### config.mk
export PLATFORM = sky130hd
export DESIGN_NAME = uart_boot_loader
export DESIGN_NICKNAME = d
export VERILOG_FILES = /design/src/rtl/boot_pkg.sv /design/src/rtl/uart_rx_byte.sv /design/src/rtl/uart_boot_loader.sv
export SDC_FILE = /design/constraint.sdc
export NUM_CORES = 1
export LEC_CHECK = 0
export CORE_ASPECT_RATIO = 1.75
export CORE_UTILIZATION = 50
export CTS_BUF_LIST = sky130_fd_sc_hd__clkbuf_8
export DETAILED_ROUTE_END_ITERATION = 10
export PLACE_DENSITY = 0.68
export SLEW_MARGIN = 20
export SYNTH_ARGS = -nofsm -noshare
export SYNTH_HDL_FRONTEND = slang
export SYNTH_SLANG_ARGS = --single-unit
### constraint.sdc
create_clock -name CLK -period 2.7 [get_ports CLK]
set_input_delay 0.54 -clock CLK [delete_from_list [all_inputs] [get_ports CLK]]
set_output_delay 0.54 -clock CLK [all_outputs]
set_load 0.05 [all_outputs]
### src/rtl/boot_pkg.sv
// rtl/boot_pkg.sv - shared types and constants for the UART boot loader
package boot_pkg;

    typedef enum logic [2:0] {
        ST_IDLE,
        ST_LEN_LO,
        ST_LEN_HI,
        ST_DATA,
        ST_CHK,
        ST_DONE
    } boot_state_e;

    typedef enum logic [1:0] {
        RX_IDLE,
        RX_START,
        RX_DATA,
        RX_STOP
    } rx_state_e;

    localparam logic [7:0] SYNC_BYTE_DEFAULT = 8'hA5;
    localparam int         LEN_W             = 16;

endpackage

### src/rtl/uart_rx_byte.sv
// rtl/uart_rx_byte.sv - UART 8N1 byte receiver with RX synchroniser and start-bit qualification
module uart_rx_byte
    import boot_pkg::*;
#(
    parameter int CLKS_PER_BIT = 434
) (
    input  logic       clk,
    input  logic       reset,
    input  logic       rx,
    output logic       rx_valid,
    output logic [7:0] rx_data,
    output logic       rx_ferr
);

    localparam int               CNT_W   = $clog2(CLKS_PER_BIT) + 1;
    localparam logic [CNT_W-1:0] HALF_M1 = CNT_W'(CLKS_PER_BIT / 2 - 1);
    localparam logic [CNT_W-1:0] FULL_M1 = CNT_W'(CLKS_PER_BIT - 1);

    logic             sync1_q;
    logic             sync2_q;
    logic             prev_q;
    rx_state_e        state_q, state_d;
    logic [CNT_W-1:0] cnt_q, cnt_d;
    logic [2:0]       bit_q, bit_d;
    logic [7:0]       shift_q, shift_d;
    logic             valid_q, valid_d;
    logic             ferr_q, ferr_d;

    always_comb begin
        state_d = state_q;
        cnt_d   = cnt_q + CNT_W'(1);
        bit_d   = bit_q;
        shift_d = shift_q;
        valid_d = 1'b0;
        ferr_d  = 1'b0;
        unique case (state_q)
            RX_IDLE: begin
                cnt_d = '0;
                if (prev_q && !sync2_q) begin
                    state_d = RX_START;
                end
            end
            RX_START: begin
                // A line already high again at mid start bit is a glitch, not a frame.
                if (cnt_q == HALF_M1) begin
                    cnt_d   = '0;
                    bit_d   = '0;
                    state_d = sync2_q ? RX_IDLE : RX_DATA;
                end
            end
            RX_DATA: begin
                if (cnt_q == FULL_M1) begin
                    cnt_d   = '0;
                    shift_d = {sync2_q, shift_q[7:1]};
                    bit_d   = bit_q + 3'd1;
                    if (bit_q == 3'd7) begin
                        state_d = RX_STOP;
                    end
                end
            end
            RX_STOP: begin
                if (cnt_q == FULL_M1) begin
                    cnt_d   = '0;
                    valid_d = sync2_q;
                    ferr_d  = !sync2_q;
                    state_d = RX_IDLE;
                end
            end
            default: state_d = RX_IDLE;
        endcase
    end

    always_ff @(posedge clk) begin
        if (reset) begin
            sync1_q <= 1'b1;
            sync2_q <= 1'b1;
            prev_q  <= 1'b1;
            state_q <= RX_IDLE;
            cnt_q   <= '0;
            bit_q   <= '0;
            shift_q <= '0;
            valid_q <= 1'b0;
            ferr_q  <= 1'b0;
        end else begin
            sync1_q <= rx;
            sync2_q <= sync1_q;
            prev_q  <= sync2_q;
            state_q <= state_d;
            cnt_q   <= cnt_d;
            bit_q   <= bit_d;
            shift_q <= shift_d;
            valid_q <= valid_d;
            ferr_q  <= ferr_d;
        end
    end

    assign rx_valid = valid_q;
    assign rx_data  = shift_q;
    assign rx_ferr  = ferr_q;

endmodule

### src/rtl/uart_boot_loader.sv
// rtl/uart_boot_loader.sv - framed UART program loader driving the instruction memory write port
module uart_boot_loader
    import boot_pkg::*;
#(
    parameter int         CLKS_PER_BIT   = 434,
    parameter int         IMEM_WORDS     = 256,
    parameter logic [7:0] SYNC_BYTE      = SYNC_BYTE_DEFAULT,
    parameter int         TIMEOUT_CYCLES = 2000000
) (
    input  logic        CLK,
    input  logic        reset,
    input  logic        RX,
    output logic        imem_WE,
    output logic [31:0] imem_A,
    output logic [31:0] imem_WD,
    output logic        cpu_stall,
    output logic        prog_mode,
    output logic        cpu_restart,
    output logic        load_ok,
    output logic        load_err
);

    localparam int               WIDX_W   = $clog2(IMEM_WORDS) + 1;
    localparam int               TMO_W    = $clog2(TIMEOUT_CYCLES);
    localparam logic [TMO_W-1:0] TMO_LAST = TMO_W'(TIMEOUT_CYCLES - 1);
    localparam logic [LEN_W-1:0] LEN_MAX  = LEN_W'(IMEM_WORDS);

    logic       rx_valid;
    logic [7:0] rx_data;
    logic       rx_ferr;

    uart_rx_byte #(
        .CLKS_PER_BIT(CLKS_PER_BIT)
    ) u_rx (
        .clk     (CLK),
        .reset   (reset),
        .rx      (RX),
        .rx_valid(rx_valid),
        .rx_data (rx_data),
        .rx_ferr (rx_ferr)
    );

    boot_state_e       state_q, state_d;
    logic [LEN_W-1:0]  len_q, len_d;
    logic [WIDX_W-1:0] word_idx_q, word_idx_d;
    logic [1:0]        byte_idx_q, byte_idx_d;
    logic [31:0]       word_q, word_d;
    logic [7:0]        chk_q, chk_d;
    logic [TMO_W-1:0]  tmo_q, tmo_d;
    logic              imem_we_q, imem_we_d;
    logic [31:0]       imem_a_q, imem_a_d;
    logic [31:0]       imem_wd_q, imem_wd_d;
    logic              prog_q, prog_d;
    logic              restart_q, restart_d;
    logic              ok_q, ok_d;
    logic              err_q, err_d;

    logic              fail;
    logic [LEN_W-1:0]  len_full;
    logic [31:0]       word_next;

    always_comb begin
        state_d    = state_q;
        len_d      = len_q;
        word_idx_d = word_idx_q;
        byte_idx_d = byte_idx_q;
        word_d     = word_q;
        chk_d      = chk_q;
        tmo_d      = tmo_q;
        imem_we_d  = 1'b0;
        imem_a_d   = imem_a_q;
        imem_wd_d  = imem_wd_q;
        prog_d     = prog_q;
        restart_d  = 1'b0;
        ok_d       = ok_q;
        err_d      = err_q;
        fail       = 1'b0;
        len_full   = {rx_data, len_q[7:0]};
        word_next  = word_q;
        word_next[{byte_idx_q, 3'b000} +: 8] = rx_data;

        if (state_q inside {ST_LEN_LO, ST_LEN_HI, ST_DATA, ST_CHK}) begin
            if (rx_valid) begin
                tmo_d = '0;
            end else if (tmo_q == TMO_LAST) begin
                fail = 1'b1;
            end else begin
                tmo_d = tmo_q + TMO_W'(1);
            end
        end
        if (state_q != ST_IDLE && rx_ferr) begin
            fail = 1'b1;
        end

        unique case (state_q)
            ST_IDLE: begin
                if (rx_valid && rx_data == SYNC_BYTE) begin
                    state_d    = ST_LEN_LO;
                    prog_d     = 1'b1;
                    ok_d       = 1'b0;
                    err_d      = 1'b0;
                    len_d      = '0;
                    word_idx_d = '0;
                    byte_idx_d = '0;
                    word_d     = '0;
                    chk_d      = '0;
                    tmo_d      = '0;
                end
            end
            ST_LEN_LO: begin
                if (rx_valid) begin
                    len_d[7:0] = rx_data;
                    state_d    = ST_LEN_HI;
                end
            end
            ST_LEN_HI: begin
                if (rx_valid) begin
                    len_d = len_full;
                    if (len_full == '0 || len_full > LEN_MAX) begin
                        fail = 1'b1;
                    end else begin
                        state_d = ST_DATA;
                    end
                end
            end
            ST_DATA: begin
                if (rx_valid) begin
                    word_d     = word_next;
                    chk_d      = chk_q + rx_data;
                    byte_idx_d = byte_idx_q + 2'd1;
                    if (byte_idx_q == 2'd3) begin
                        imem_we_d  = 1'b1;
                        imem_a_d   = 32'({word_idx_q, 2'b00});
                        imem_wd_d  = word_next;
                        word_idx_d = word_idx_q + WIDX_W'(1);
                        if (LEN_W'(word_idx_q) + LEN_W'(1) == len_q) begin
                            state_d = ST_CHK;
                        end
                    end
                end
            end
            ST_CHK: begin
                if (rx_valid) begin
                    if (rx_data == chk_q) begin
                        state_d   = ST_DONE;
                        ok_d      = 1'b1;
                        prog_d    = 1'b0;
                        restart_d = 1'b1;
                    end else begin
                        fail = 1'b1;
                    end
                end
            end
            ST_DONE: state_d = ST_IDLE;
            default: state_d = ST_IDLE;
        endcase

        // prog_mode is left set: memory may be partially overwritten, so the CPU stays held.
        if (fail) begin
            state_d = ST_IDLE;
            err_d   = 1'b1;
        end
    end

    always_ff @(posedge CLK) begin
        if (reset) begin
            state_q    <= ST_IDLE;
            len_q      <= '0;
            word_idx_q <= '0;
            byte_idx_q <= '0;
            word_q     <= '0;
            chk_q      <= '0;
            tmo_q      <= '0;
            imem_we_q  <= 1'b0;
            imem_a_q   <= '0;
            imem_wd_q  <= '0;
            prog_q     <= 1'b0;
            restart_q  <= 1'b0;
            ok_q       <= 1'b0;
            err_q      <= 1'b0;
        end else begin
            state_q    <= state_d;
            len_q      <= len_d;
            word_idx_q <= word_idx_d;
            byte_idx_q <= byte_idx_d;
            word_q     <= word_d;
            chk_q      <= chk_d;
            tmo_q      <= tmo_d;
            imem_we_q  <= imem_we_d;
            imem_a_q   <= imem_a_d;
            imem_wd_q  <= imem_wd_d;
            prog_q     <= prog_d;
            restart_q  <= restart_d;
            ok_q       <= ok_d;
            err_q      <= err_d;
        end
    end

    assign imem_WE     = imem_we_q;
    assign imem_A      = imem_a_q;
    assign imem_WD     = imem_wd_q;
    assign prog_mode   = prog_q;
    assign cpu_stall   = prog_q;
    assign cpu_restart = restart_q;
    assign load_ok     = ok_q;
    assign load_err    = err_q;

endmodule

==> metrics.cfg <==
[timing]
setup_ws_ps=124
fmax_mhz=388
finalSetupViolCount=0
rsz0062_at_grt=false
fin_tns_setup_ps=0
fin_crit_sh=0.954
min_period_ps=2580
tightest_slew_ps=628
skew_ps=19.2
maxSlewHeadroom=0.580
slew_viol_final=0
final_hold_viol_count=0

[floorplan]
floorplan.initialDensity=0.509
rows=60
fp.dieW_um=96.4
core_area_mm2=0.0153
io_pins=73
fp.dieH_um=167
die_area_mm2=0.0161

[run_status]
status=finished, final reports clean

[logic_synthesis]
synth_ff_type=dfxtp_1
syn_avg_cell_area_um2=8.19
ys_types=65
yosys_warnings=0
netlist_instances=952
ys_seq_elements=165
synth_edf_count=0
async_flop_share=0
syn_area_mm2=0.00779
yosysSeqAreaShare=0.424

[drt]
drt_iter0_markers=339
via_count=6719
wl_per_cell_um=14.8
drcViolationCount=0
routed_via_density=5.64
drtAntennaViolNets=0
wl_mm=17.6
first_pass_iters=5

[clocking]
cts_made_buffers=17
htreeDepth=4
clock_latency_ps=460
cts.clk_slew.worst_paths_ps=110
cts_hold_buf=0
cts_tree=done
root_buffer=clkbuf_8
clock-sinks=165
cts.path.max_buffers=2

[pwr]
ir_drop_mv=0.350
powerDensity_mw_per_mm2=510
leakage_nw=3.10

[job]
drv_cap=0

[critical_path]
required_ps=3080
start_kind=flip-flop
worstPathArrival_ps=2960
crit_chain=ha_1 > or4_1 > nor4_2 > buf_4 > nor2_1 > or2_0 > a2111o_1 > a311oi_2
worstPathMaxFanout=3
path_class=flip-flop to flip-flop
ff2ff_setup_slack_ps=120
critical_path.max_stage_delay_ps=520
cp-end-kind=flip-flop
r2r-start=chk_q[2]
r2r_cells=8
cp_slowest_cell=or4_1
r2r_end=state_q[0]

[global_route]
grt_pass1_vias=6294
grt_max_degree=79
grt_pass1_wl_mm=29.3
grt-ovfl-total=0
track_usage=0.230
antenna_found_initial=0

[placed_design]
pre_cts_ws_ps=92.5
numPortBuffers=49
dpl.hpwl_mm=11.7
gp_congestion=0.810

[final_layout]
syn2layout_area_growth_pct=13.7
final_common_cell=dfxtp_1
final_nets=1021
fillerInstances=1453
drive_gt1_frac=0.0835
mostFrequentLayoutCells=dfxtp_1, nor2_1, a21oi_1
antenna_cells=0

[min_path]
whs_path_depth=1
hold_path_end=u_rx.sync2_q
min_path_type=flip-flop to flip-flop
hold_start=u_rx.sync1_q

cell type report:
| type | count | area [um2] | share of cell area |
|---|---|---|---|
| Sequential cell | 165 | 3300 | 0.373 |
| Timing Repair Buffer | 84 | 776 | 0.0875 |
| Inverter | 23 | 86.3 | 0.00974 |
| Clock inverter | 15 | 163 | 0.0184 |
| Multi-Input combinational cell | 702 | 4070 | 0.459 |
| Tap cell | 186 | 233 | 0.0263 |
| Clock buffer | 17 | 234 | 0.0264 |
per-stage QoR:
step	hold WS [ps]	instances	power (W)	area (um2)	util
after CTS	422	1192	0.00457	8860	0.579
final	420	1192	0.00452	8860	0.579
after global placement	391	1160	0.00280	8470	0.553
after floorplan	389	974	0.00278	7880	-
after global routing	453	1192	0.00470	8860	0.579
after detailed placement	398	1160	0.00281	8470	0.553
routing by layer:
layer,vias to the layer above,GRT usage,part of all wire
met5,-,0,0
met4,0,0.107,0.029
met3,42,0.0327,0.038
met2,176,0.396,0.51
met1,3128,0.276,0.42
li1,3373,-,-
timing repair:
action                     in CTS  in global routing
resized for setup               0                  0
setup endpoints to repair       0                  2
setup buffers                   0                  0
critical path: cells and delay by family, from the launching register on:
family | cells | cell delay [ps]
AOI/OAI and AO/OA | 2 | 630
adders and majority gates | 1 | 300
buffers and inverters | 1 | 170
DFF | 1 | 330
and+or+nand+nor | 4 | 1070
power breakdown:
group          switching (W)  internal, W
logic               0.000204    0.0000724
clock network        0.00107     0.000696
registers          0.0000250      0.00245
registers in the layout, summed over array words and instances, names as in the netlist, 2 cells and up, named ones only:
signal,cells
byte_idx_q,2
chk_q,8
imem_A,9
imem_WD,32
len_q,16
state_q,3
tmo_q,21
u_rx.bit_q,3
u_rx.cnt_q,10
u_rx.rx_data,8
word_idx_q,9
word_q,32
kinds of logic after synthesis:
group,synth area share
DFF,0.424
AOI/OAI and AO/OA,0.180
xor gates and xnor gates,0.0461
buffers and inverters,0.0652
muxes,0.00257
and+or+nand+nor,0.240
adders and majority gates,0.0411
other,0.000481
cell usage after synthesis (19+ instances only):
cell / count / share of area
a22oi_1: 39 / 0.038
a21oi_1: 90 / 0.058
a211oi_1: 35 / 0.034
inv_1: 19 / 0.0092
nor2_1: 163 / 0.079
buf_4: 24 / 0.023
nand2_1: 75 / 0.036
ha_1: 24 / 0.039
clkbuf_1: 50 / 0.024
dfxtp_1: 165 / 0.42
nand3_1: 46 / 0.030
xor2_1: 23 / 0.026
worst max-delay path by stage:
stage / start / to / slack [ps] / cells past startpoint
floorplan: u_rx.rx_data[1] / state_q[0] / 230 / 7
CTS: chk_q[2] / state_q[0] / 50 / 8
global placement: u_rx.rx_data[1] / state_q[0] / 100 / 8
detailed placement: u_rx.rx_data[1] / state_q[0] / 90 / 8
finish: chk_q[2] / state_q[0] / 120 / 8
global route: chk_q[2] / state_q[0] / 8 / 9
No activity file was read; power rests on OpenSTA's default activity.
